--- config.mk ---
export PLATFORM = sky130hd
export DESIGN_NAME = dac_sample_streamer
export DESIGN_NICKNAME = d
export VERILOG_FILES = /design/src/rtl/dac_stream_pkg.sv /design/src/rtl/dac_sample_fifo.sv /design/src/rtl/dac_sample_streamer.sv
export SDC_FILE = /design/constraint.sdc
export NUM_CORES = 1
export LEC_CHECK = 0
export ABC_AREA = 0
export CAP_MARGIN = 20
export CORE_ASPECT_RATIO = 1.4
export CORE_MARGIN = 2
export CORE_UTILIZATION = 39
export DETAILED_ROUTE_END_ITERATION = 6
export DONT_BUFFER_PORTS = 1
export PLACE_DENSITY = 0.49
export RECOVER_POWER = 100
export SLEW_MARGIN = 30
export SYNTH_ARGS = -nofsm -noshare
export SYNTH_HDL_FRONTEND = slang
export SYNTH_HIERARCHICAL = 1
export SYNTH_SLANG_ARGS = --single-unit
--- constraint.sdc ---
create_clock -name CLK -period 3.55 [get_ports CLK]
set_input_delay 0.355 -clock CLK [delete_from_list [all_inputs] [get_ports CLK]]
set_output_delay 0.355 -clock CLK [all_outputs]
set_load 0.02 [all_outputs]
--- src/rtl/dac_stream_pkg.sv ---
// ============================================================================
//  dac_stream_pkg
//  Shared constants and the pacing state encoding for the DAC sample streamer.
//  Revision: 1.0
// ============================================================================
`default_nettype none

package dac_stream_pkg;

  localparam int DAC_W         = 10;
  localparam int DEFAULT_DEPTH = 8;
  localparam int DEFAULT_DIV_W = 16;

  typedef enum logic [1:0] {
    IDLE    = 2'd0,
    RUN     = 2'd1,
    STARVED = 2'd2
  } stream_state_t;

endpackage

`default_nettype wire

--- src/rtl/dac_sample_fifo.sv ---
// ============================================================================
//  dac_sample_fifo
//  Synchronous FIFO holding DAC samples between the core and the pacer.
//  Revision: 1.0
// ============================================================================
`default_nettype none

module dac_sample_fifo
  import dac_stream_pkg::*;
#(
  parameter int  DW    = DAC_W,
  parameter int  DEPTH = DEFAULT_DEPTH,
  localparam int AW    = $clog2(DEPTH)
) (
  input  logic          clk,
  input  logic          rst,
  input  logic          push,
  input  logic          pop,
  input  logic [DW-1:0] wdata,
  output logic [DW-1:0] rdata,
  output logic          full,
  output logic          empty,
  output logic [AW:0]   level
);

  // Extra pointer MSB distinguishes full from empty when the index bits match.
  logic [AW:0]   r_wptr;
  logic [AW:0]   r_rptr;
  logic [DW-1:0] r_mem [DEPTH];
  logic          w_wr;
  logic          w_rd;

  assign empty = (r_wptr == r_rptr);
  assign full  = (r_wptr[AW] != r_rptr[AW]) && (r_wptr[AW-1:0] == r_rptr[AW-1:0]);
  assign level = r_wptr - r_rptr;
  assign rdata = r_mem[r_rptr[AW-1:0]];

  assign w_wr = push && !full;
  assign w_rd = pop && !empty;

  always_ff @(posedge clk or posedge rst) begin
    if (rst) begin
      r_wptr <= '0;
      r_rptr <= '0;
    end else begin
      if (w_wr) r_wptr <= r_wptr + 1'b1;
      if (w_rd) r_rptr <= r_rptr + 1'b1;
    end
  end

  always_ff @(posedge clk) begin
    if (w_wr) r_mem[r_wptr[AW-1:0]] <= wdata;
  end

endmodule

`default_nettype wire

--- src/rtl/dac_sample_streamer.sv ---
// ============================================================================
//  dac_sample_streamer
//  Buffers core samples and paces them onto the DAC D input at a set rate.
//  Revision: 1.0
// ============================================================================
`default_nettype none

module dac_sample_streamer
  import dac_stream_pkg::*;
#(
  parameter int            DW       = DAC_W,
  parameter int            DEPTH    = DEFAULT_DEPTH,
  parameter int            DIV_W    = DEFAULT_DIV_W,
  parameter logic [DW-1:0] RST_CODE = '0,
  localparam int           LW       = $clog2(DEPTH) + 1
) (
  input  logic             CLK,
  input  logic             reset,
  input  logic             en,
  input  logic [DIV_W-1:0] div,
  input  logic [DW-1:0]    in_data,
  input  logic             in_valid,
  output logic             in_ready,
  output logic [DW-1:0]    D,
  output logic             strobe,
  output logic [LW-1:0]    level,
  output logic             underflow,
  input  logic             clr_underflow,
  output logic [1:0]       state
);

  logic [DIV_W-1:0] r_cnt;
  logic [DW-1:0]    r_d;
  logic             r_strobe;
  logic             r_underflow;
  stream_state_t    r_state;
  stream_state_t    w_state_nxt;

  logic             w_tick;
  logic             w_push;
  logic             w_pop;
  logic             w_full;
  logic             w_empty;
  logic [DW-1:0]    w_head;

  assign in_ready  = !w_full;
  assign w_push    = in_valid && !w_full;
  assign w_tick    = en && (r_cnt == div);
  assign w_pop     = w_tick && !w_empty;

  assign D         = r_d;
  assign strobe    = r_strobe;
  assign underflow = r_underflow;
  assign state     = r_state;

  dac_sample_fifo #(
    .DW    (DW),
    .DEPTH (DEPTH)
  ) u_fifo (
    .clk   (CLK),
    .rst   (reset),
    .push  (w_push),
    .pop   (w_pop),
    .wdata (in_data),
    .rdata (w_head),
    .full  (w_full),
    .empty (w_empty),
    .level (level)
  );

  // Free-running up-counter; a div lowered below cnt is reached after wrap.
  always_ff @(posedge CLK or posedge reset) begin
    if (reset) begin
      r_cnt <= '0;
    end else if (!en || w_tick) begin
      r_cnt <= '0;
    end else begin
      r_cnt <= r_cnt + 1'b1;
    end
  end

  always_ff @(posedge CLK or posedge reset) begin
    if (reset) begin
      r_d      <= RST_CODE;
      r_strobe <= 1'b0;
    end else begin
      r_strobe <= w_pop;
      if (w_pop) r_d <= w_head;
    end
  end

  // An empty tick wins over a same-cycle clear so no underflow is lost.
  always_ff @(posedge CLK or posedge reset) begin
    if (reset) begin
      r_underflow <= 1'b0;
    end else if (w_tick && w_empty) begin
      r_underflow <= 1'b1;
    end else if (clr_underflow) begin
      r_underflow <= 1'b0;
    end
  end

  always_ff @(posedge CLK or posedge reset) begin
    if (reset) begin
      r_state <= IDLE;
    end else begin
      r_state <= w_state_nxt;
    end
  end

  always_comb begin
    w_state_nxt = r_state;
    if (!en) begin
      w_state_nxt = IDLE;
    end else begin
      case (r_state)
        IDLE:    w_state_nxt = RUN;
        RUN:     if (w_tick && w_empty)  w_state_nxt = STARVED;
        STARVED: if (w_tick && !w_empty) w_state_nxt = RUN;
        default: w_state_nxt = IDLE;
      endcase
    end
  end

endmodule

`default_nettype wire

After elaboration in Yosys (flattened, before gate mapping)
Memory sizes are Yosys's and may differ from the RTL's. A register that Yosys moved wholly into a read port is not among the register bits.
Index checks and enable logic that the tools add are counted.

cells by class
  add/subtract/negate cells = 4
  reductions and logical operators = 14
  multiplexer cells = 9
  equal/unequal tests = 8

operators by type and width
  kind                                                                     count
  16-bit by 1-bit adder with 16-bit output, second input constant          1
  16-bit equality test                                                     1
  16-bit two-way mux                                                       1
  4-bit by 1-bit adder with 4-bit output, second input constant            2
  1-bit logical AND                                                        7
  2-bit two-way mux                                                        3
  2-bit one-hot mux with 3 select lines                                    1
  4-bit equality test                                                      1
  1-bit two-way mux                                                        4
  4-bit subtractor                                                         1
  3-bit equality test                                                      1
  1-bit logical NOT                                                        3
  3-bit by 2-bit inequality test with 1-bit output, second input constant  1
  3-bit inequality test, second input constant                             1
  2-bit by 1-bit equality test with 1-bit output, second input constant    1
  2-bit equality test, second input constant                               1
  2-bit logical NOT                                                        1
  2-bit AND reduction                                                      1
  2-bit nonzero test                                                       1
  1-bit logical OR                                                         1
  1-bit inequality test                                                    1

word-level totals
  flip-flop bits (word level) = 28
  input port bits = 31
  bits in writable memories = 80
  memories kept = 1

memory list
  memory        words  bits a word  read ports  clocked after memory_dff  wr ports  RTL line               RTL
  u_fifo.r_mem  8      10           1           1                         1         dac_sample_fifo.sv:29  logic [DW-1:0] r_mem [DEPTH];

Logic depth before layout (Yosys ltp)
Gate-level depths: netlist of run 1.

  depth after elaboration = 7
  gate-level depth with buffers = 12
  depth with buffers taken out = 10

Cells and area by module
Netlist of run 1, hierarchy kept.

by module, submodules not included
  module               instances  sequential area each (µm²)  cells each  area each (µm²)
  dac_sample_fifo      1          2602.5                      195         3572.2
  dac_sample_streamer  1          750.7                       127         1525.2

Worst setup path before layout of run 1
No wires, ideal clock.

  kind = reg-to-reg
  start point = reg u_fifo.r_rptr[1]
  end point = mem u_fifo/r_mem[0][0] (netlist bit), enable pin
  path slack = 310 ps
  setup time = 404 ps
  cell stages (with the launch flop) = 9
  arrival = 2836 ps
  cells stage by stage = dfrtp_1 > clkbuf_1 > inv_1 > ha_1 > nand3_1 > nor2_1 > nor2b_1 > o21ai_4 > nor4_1

on the way
  cells in the longest elaborated chain, start to end = 7

RTL lines
  item                                     RTL line                   RTL
  from (decl)                              dac_sample_fifo.sv:28      logic [AW:0] r_rptr;
  from (signal assigned)                   dac_sample_fifo.sv:47      if (w_rd) r_rptr <= r_rptr + 1'b1;
  3-bit equality test                      dac_sample_fifo.sv:34      assign full = (r_wptr[AW] != r_rptr[AW]) && (r_wptr[AW-1:0] == r_rptr[AW-1:0]);
  1-bit logical AND                        dac_sample_fifo.sv:34
  net w_full                               dac_sample_streamer.sv:42  logic w_full;
  1-bit logical NOT                        dac_sample_streamer.sv:47  assign w_push = in_valid && !w_full;
  1-bit logical AND                        dac_sample_streamer.sv:47
  net w_push                               dac_sample_streamer.sv:40  logic w_push;
  1-bit logical AND                        dac_sample_fifo.sv:38      assign w_wr = push && !full;
  1-bit two-way mux                        dac_sample_fifo.sv:52      if (w_wr) r_mem[r_wptr[AW-1:0]] <= wdata;
  1-bit two-way mux (implied by the code)  dac_sample_fifo.sv:52
  to (decl)                                dac_sample_fifo.sv:29

The timed path passes the listed nets, and every way through them passes these cells.

Worst setup path in the final report of run 1
  start point = reg u_fifo.r_rptr[2]
  end point = mem u_fifo/r_mem[7][9] (netlist bit), enable pin

The elaborated chain is that of the path after synthesis.

==> summary.md, run 1 <==
| Metric | Value |
|---|---|
| Status | complete, no violations |
| Fin crit share | 86.4% |
| Peak Freq | 326 MHz |
| CP endpoint kind | register |
| Antenna diodes | 0 |
| TritonCTS Buffers | 17 |
| WP data required | 3560 ps |
| Slowest CP cell | nor2_1 |
| Site Rows | 49 |
| Initial DRC count | 133 |
| Drt total wl | 10.5 mm |
| Critical path class | reg2reg |
| Drt drc | 0 |
| Largest stage delay, worst path | 890 ps |
| Number of global-route vias before repair | 2,813 |
| GRT Resource Usage Total | 16.2% |
| Wire length per cell | 20.7 um |
| Max transition margin | 24.8% |
| Number of synthesized flops with an enable pin | 80 |
| Pre-antenna DRT Iters | 4 |
| Syn Area/Cell | 15.8 um^2 |
| Clk_lat worst skew | 410 ps |
| Clock sinks | 118 |
| Clk_skew | 10.4 ps |
| RePlAce Congestion | 0.736 |
| Ys async rst share | 32.2% |
| Total power per unit cell area | 662 mW/mm^2 |
| Pin count of the biggest net entering global routing | 31 |
| Proportion of layout cells with a drive suffix above 1 | 18.9% |
| Cell seen most often among critical-path stages | nor2_1 |
| Crit path max fanout | 12 |
| Total gr overflow | 0 |
| Post-CTS setup buffer count | 0 |
| Worst Path Arrival | 3080 ps |
| Hold Violations, Final | 0 |
| Unrepaired setup endpoints after global routing | no |
| First-pass GRT wire length | 16.3 mm |
| VDD IR max | 0.309 mV |
| CP Cell Sequence | inv_1, ha_1, nand3_1, nor2_1, nor2b_1, o211ai_1, nor2_1 |
| IO buf count | 0 |
| P&R area growth vs syn | 14.1% |
| CTS tree | built |
| Final slew viol count | 0 |
| Post-route ant nets | 0 |
| Tmin final | 3070 ps |
| Die Y-Extent | 139 um |
| H-tree depth | 4 |
| Initial Util | 39.8% |
| Die area | 0.0140 mm^2 |
| Slew @ Worst Pin | 1120 ps |
| Core box area | 0.0128 mm^2 |
| HP Class | in2reg |
| CTS Buffer Depth | 2 |
| Clk root buf | clkbuf_16 |
| #FFs+latches synth | 118 |
| Leak | 2.26 nW |
| Sequential share of the synthesized area | 65.8% |
| YS warnings | 6 |
| DR vias | 2,591 |
| Die Wd | 101 um |
| CP Launch Type | register |
| Cell count after synthesis | 322 |
| Synth unique cells | 42 |
| Mapped Area | 0.00510 mm^2 |
| Initial antenna violation count | 0 |
| Final Net Count | 380 |
| Number of max-cap violations | 0 |
| Setup TNS | 0 ps |
| Setup-violating endpoint count in the final report | 0 |
| Top Ports | 50 |
| Final HPWL DP | 7.42 mm |
| Min Hold Slack | 41.7 ps |
| CP bufs+invs | 1 |
| Mapped Nets | 360 |
| Worst path top cell family by delay | simple AND/OR/NAND/NOR gates |
| Ys flop type | edfxtp_1 |
| Vias per inst | 5.10 |
| Design Power | 3.85 mW |
| Clock Pin Slew Worst Setup and Hold Paths | 60 ps |
==> logic make-up (layout without fill, tap and decap cells) <==
family	after synthesis	count (layout)	share of synthesized area [%]
flip-flops	118	118	65.8
AND/OR/NAND/NOR	91	91	8.98
XOR/XNOR	40	40	7.02
multiplexers	32	32	12.2
buffers and inverters	24	57	2.36
AO/OA/AOI/OAI	10	10	1.77
adder cells (fa/ha/maj)	7	7	1.87
==> flip-flops by register name (all words and copies together) (netlist names) <==
| name | cells |
|---|---|
| D | 10 |
| state | 2 |
| r_cnt | 16 |
| strobe | 1 |
| underflow | 1 |
| u_fifo/r_wptr | 4 |
| u_fifo/r_mem | 80 |
| u_fifo/r_rptr | 4 |
==> path summary, 6_finish.rpt <==
path | start | endpoint | depth (start not counted) | slack [ps]
setup reg to reg | u_fifo/r_rptr[2]$_DFFE_PP0P_ | u_fifo/r_mem[7][9]$_DFFE_PP_ | 7 | 480
hold / removal | in_data[9] | u_fifo/r_mem[0][9]$_DFFE_PP_ | 0 | 40
hold reg to reg | r_cnt[15]$_DFF_PP0_ | r_cnt[15]$_DFF_PP0_ | 2 | 560
setup / recovery | u_fifo/r_rptr[2]$_DFFE_PP0P_ | u_fifo/r_mem[7][9]$_DFFE_PP_ | 7 | 480
min in group asynchronous | reset | u_fifo/r_wptr[3]$_DFFE_PP0P_ | 2 | 410
max in group asynchronous | reset | D[2]$_DFFE_PP0P_ | 2 | 2180
==> metrics by stage <==
stage	instances	area, um^2	setup slack, ps	utilization, %
after detailed placement	475	5300	573	41.4
final	508	5820	482	45.4
after global routing	508	5820	259	45.4
after CTS	508	5910	558	46.1
after floorplan	322	5100	310	-
after global placement	475	5300	705	41.4
==> cells in the mapped netlist (2+ instances only) <==
cell type   n  area share [%]
edfxtp_1   80              47
nand2_1    39             2.9
dfrtp_1    38              19
xor2_1     31             5.3
nor2_1     22             1.6
mux4_2     20             8.8
inv_1      15             1.1
mux2_4     10             2.9
nand3_1     8            0.79
xnor2_1     8             1.4
ha_1        6             1.5
nor3_1      4            0.39
and3_1      3            0.37
and4_1      3            0.52
clkbuf_1    3            0.22
nor4_2      3            0.74
buf_2       2            0.20
mux2_2      2            0.44
nand4_1     2            0.25
==> timing repair <==
action / CTS / global route
gates resized for setup: 0 / 0
hold buffers: 1 / 0
endpoints found under the hold margin: 38 / 0
==> cell type report <==
cell class                      count  area [um^2]
Tap cell                          153          191
Multi-Input combinational cell    180         1560
Fill cell                        1156         7000
Clock buffer                       25          537
Timing Repair Buffer               10         56.3
Sequential cell                   118         3350
Clock inverter                      7         62.6
Inverter                           15         56.3
==> cells in the final DEF (no fill, tap or decap), types with 3 or more instances in the layout <==
cell,instances
clkbuf_16,18
clkbuf_1,4
nand3_1,8
and4_1,3
mux2_1,9
edfxtp_1,80
nand2_1,39
xor2_1,31
clkbuf_8,6
nor2_1,23
nor3_1,4
clkinv_2,4
nor4_2,3
mux4_2,20
clkbuf_2,4
nand4_1,3
xnor2_1,8
inv_1,15
ha_1,6
and3_1,3
dfrtp_1,38
==> routing by layer <==
metal	part of all wire (%)	vias up	wire, um	GRT usage (%)
met5	0	-	0	0
met1	38	1307	3990	17.1
met2	56	48	5880	29.2
met3	3.9	15	414	4.22
li1	-	1221	-	-
met4	2.1	0	223	7.71
==> power by group <==
group / total [mW] / internal [mW] / switching [mW]
clock: 1.69 / 1.11 / 0.578
combinational: 0.431 / 0.145 / 0.286
sequential: 1.73 / 1.65 / 0.0820
total: 3.85 / 2.91 / 0.945
Power figures use the tool's default switching activity.
==> inputs of run 2 (changes only) <==
--- a/config.mk
+++ b/config.mk
@@ -7,14 +7,13 @@
 export LEC_CHECK = 0
 export ABC_AREA = 0
 export CAP_MARGIN = 20
-export CORE_ASPECT_RATIO = 1.4
 export CORE_MARGIN = 2
 export CORE_UTILIZATION = 39
 export DETAILED_ROUTE_END_ITERATION = 6
 export DONT_BUFFER_PORTS = 1
 export PLACE_DENSITY = 0.49
 export RECOVER_POWER = 100
-export SLEW_MARGIN = 30
+export SLEW_MARGIN = 10
 export SYNTH_ARGS = -nofsm -noshare
 export SYNTH_HDL_FRONTEND = slang
 export SYNTH_HIERARCHICAL = 1
==> run 2 against run 1 <==
Setup slack better by 80 ps. Critical path type unchanged. Critical endpoint is now u_fifo/r_mem[7][5]$_DFFE_PP_. Via count up 2.4%. Utilization up 0.86 points. Cell count up 4.1%. Combinational power up 3%. Clock skew about the same. Design area up 0.75%. Sequential share of layout area down 0.43 points. Total power up 1.8%. Clock power up 4%.
==> summary.md, run 2 (synthesized netlist as in run 1, its figures left out) <==
| Metric | Value |
|---|---|
| GRT Resource Usage Total | 16.3% |
| Post-CTS setup buffer count | 0 |
| Initial DRC count | 145 |
| Final core occ | 46.3% |
| DR WL met3 | 558 um |
| Hold_sp | in_data[8] |
| Vias per inst | 5.02 |
| IO buf count | 0 |
| Initial antenna violation count | 0 |
| RePlAce Congestion | 0.759 |
| HP Class | in2reg |
| Initial Util | 40.2% |
| P&R area growth vs syn | 15.0% |
| Tmin final | 2990 ps |
| Sequential cell fraction of total power | 44.1% |
| Die Y-Extent | 118 um |
| Setup TNS | 0 ps |
| Worst hold stages | 0 |
| Drt drc | 0 |
| WP data required | 3580 ps |
| Final setup margin | 562 ps |
| Total gr overflow | 0 |
| Unrepaired setup endpoints after global routing | no |
| Slew @ Worst Pin | 1030 ps |
| DR vias | 2,654 |
| Clk_skew | 10.7 ps |
| CTS Buffer Depth | 2 |
| Setup-violating endpoint count in the final report | 0 |
| Pre-antenna DRT Iters | 6 |
| Leading cell type in the layout, fill and taps excluded | edfxtp_1 |
| Reg2reg end | u_fifo/r_mem[7][5]$_DFFE_PP_ |
| Final Net Count | 382 |
| Placed cell area | 0.00534 mm^2 |
| Dpl ws | 636 ps |
| Max transition margin | 31.1% |
| Site Rows | 41 |
| CP endpoint kind | register |
| Most frequent cells in the layout | edfxtp_1 (80), nand2_1 (39), dfrtp_1 (38) |
| CTS tree | built |
| R2R Path Start | u_fifo/r_rptr[2]$_DFFE_PP0P_ |
| Met2 WL | 5.18 mm |
| Number of max-cap violations | 0 |
| Number of global-route vias before repair | 2,881 |
| Sw Pwr | 0.952 mW |
| Clk root buf | clkbuf_16 |
| Hold Violations, Final | 0 |
| Total power per unit cell area | 669 mW/mm^2 |
| First-pass GRT wire length | 16.5 mm |
| Clock sinks | 118 |
| Antenna diodes | 0 |
| Top Layer Used | met4 |
| Post-route ant nets | 0 |
| Leak | 2.25 nW |
| Clk_lat worst skew | 410 ps |
| Design Power | 3.92 mW |
| VDD IR max | 0.387 mV |
| CP Launch Type | register |
| Crit path max fanout | 12 |
| Largest register FFs | 80 |
| Worst Path Arrival | 3020 ps |
| Clk pwr share | 44.5% |
| Peak Freq | 335 MHz |
| H-tree depth | 4 |
| Die area | 0.0140 mm^2 |
| Internal reg-to-reg setup slack | 560 ps |
| Clock Pin Slew Worst Setup and Hold Paths | 50 ps |
| Fin area | 0.00586 mm^2 |
| Logic gate share of total power | 11.4% |
| Final slew viol count | 0 |
| Critical path class | reg2reg |
| Proportion of layout cells with a drive suffix above 1 | 17.4% |
| TritonCTS Buffers | 17 |
| Switching part of the total power | 24.3% |
| Int Power | 2.97 mW |
| Top Ports | 50 |
| Die Wd | 118 um |
| Wl on met1 | 4.49 mm |
| Drt total wl | 10.4 mm |
| Wire length per cell | 19.7 um |
| Worst Hold Endpoint | u_fifo/r_mem[7][8]$_DFFE_PP_ |
| Final HPWL DP | 7.07 mm |
| Pin count of the biggest net entering global routing | 25 |
| Worst r2r path cells | 7 |
| Core box area | 0.0127 mm^2 |
| Status | complete, no violations |
| Fin crit share | 84.2% |
## run 2: cell count changes in the layout (fill, tap and decap cells not counted), moves of 2 or more
| cell | change |
|---|---|
| buf_4 | +3 |
| bufinv_16 | +2 |
| clkbuf_1 | +4 |
| clkbuf_2 | -4 |
| clkbuf_8 | -2 |
| clkinv_1 | +2 |
| clkinv_2 | -2 |
| inv_4 | -2 |
## run 2: layout make-up
cell class              instances  area [um^2]
well taps                     172          215
repair buffers                 12         70.1
fillers                      1145         6810
flip-flops and latches        118         3350
multi-input cells             180         1560
inverters                      15         56.3
clock buffers                  23          488
clock inverters                 9          124
## run 2: metrics by stage
stage / instances / hold WS [ps]
final: 529 / 37.0
after global routing: 529 / 9.80
after CTS: 529 / 18.6
after detailed placement: 496 / 244
after global placement: 496 / 243
after floorplan: 322 / 171
## run 2: how the worst max path moves through the flow
stage                                             from                            to  slack (ps)  depth (start not counted)
after floorplan           u_fifo/r_rptr[1]$_DFFE_PP0P_  u_fifo/r_mem[0][0]$_DFFE_PP_         310                          8
after global placement    u_fifo/r_rptr[2]$_DFFE_PP0P_  u_fifo/r_mem[7][7]$_DFFE_PP_         720                          7
after detailed placement  u_fifo/r_rptr[2]$_DFFE_PP0P_  u_fifo/r_mem[7][0]$_DFFE_PP_         640                          7
after CTS                 u_fifo/r_rptr[2]$_DFFE_PP0P_  u_fifo/r_mem[7][5]$_DFFE_PP_         620                          7
after global routing      u_fifo/r_rptr[2]$_DFFE_PP0P_  u_fifo/r_mem[0][8]$_DFFE_PP_         300                          8
final                     u_fifo/r_rptr[2]$_DFFE_PP0P_  u_fifo/r_mem[7][5]$_DFFE_PP_         560                          7
## run 2: power by group through the flow
| stage | Sequential (mW) | Clock, mW | Combinational [mW] |
|---|---|---|---|
| after floorplan | 1.73 | 0 | 0.342 |
| after global placement | 1.75 | 0 | 0.479 |
| after detailed placement | 1.76 | 0 | 0.478 |
| after CTS | 1.73 | 1.79 | 0.483 |
| after global routing | 1.75 | 1.86 | 0.489 |
| final | 1.73 | 1.75 | 0.445 |
## run 2: repair_timing
item,4_1_cts,5_1_grt
resized for setup,0,0
endpoints found under the setup margin,0,0
endpoints found under the hold margin,27,0
hold buffers,1,0
## run 2: per-layer routing
metal  up-vias  track usage (%)
met5         -                0
met4         0             7.00
met3        15             6.81
met2        55             25.8
met1      1360             19.4
li1       1224                -
## run 2: worst max-delay path: stages (launching register included)
cell and delay [ps]:
dfrtp_1 530, inv_1 270, ha_1 380, nand3_1 190, nor2_1 80, nor2b_1 160, o211ai_1 170, nor2_1 820
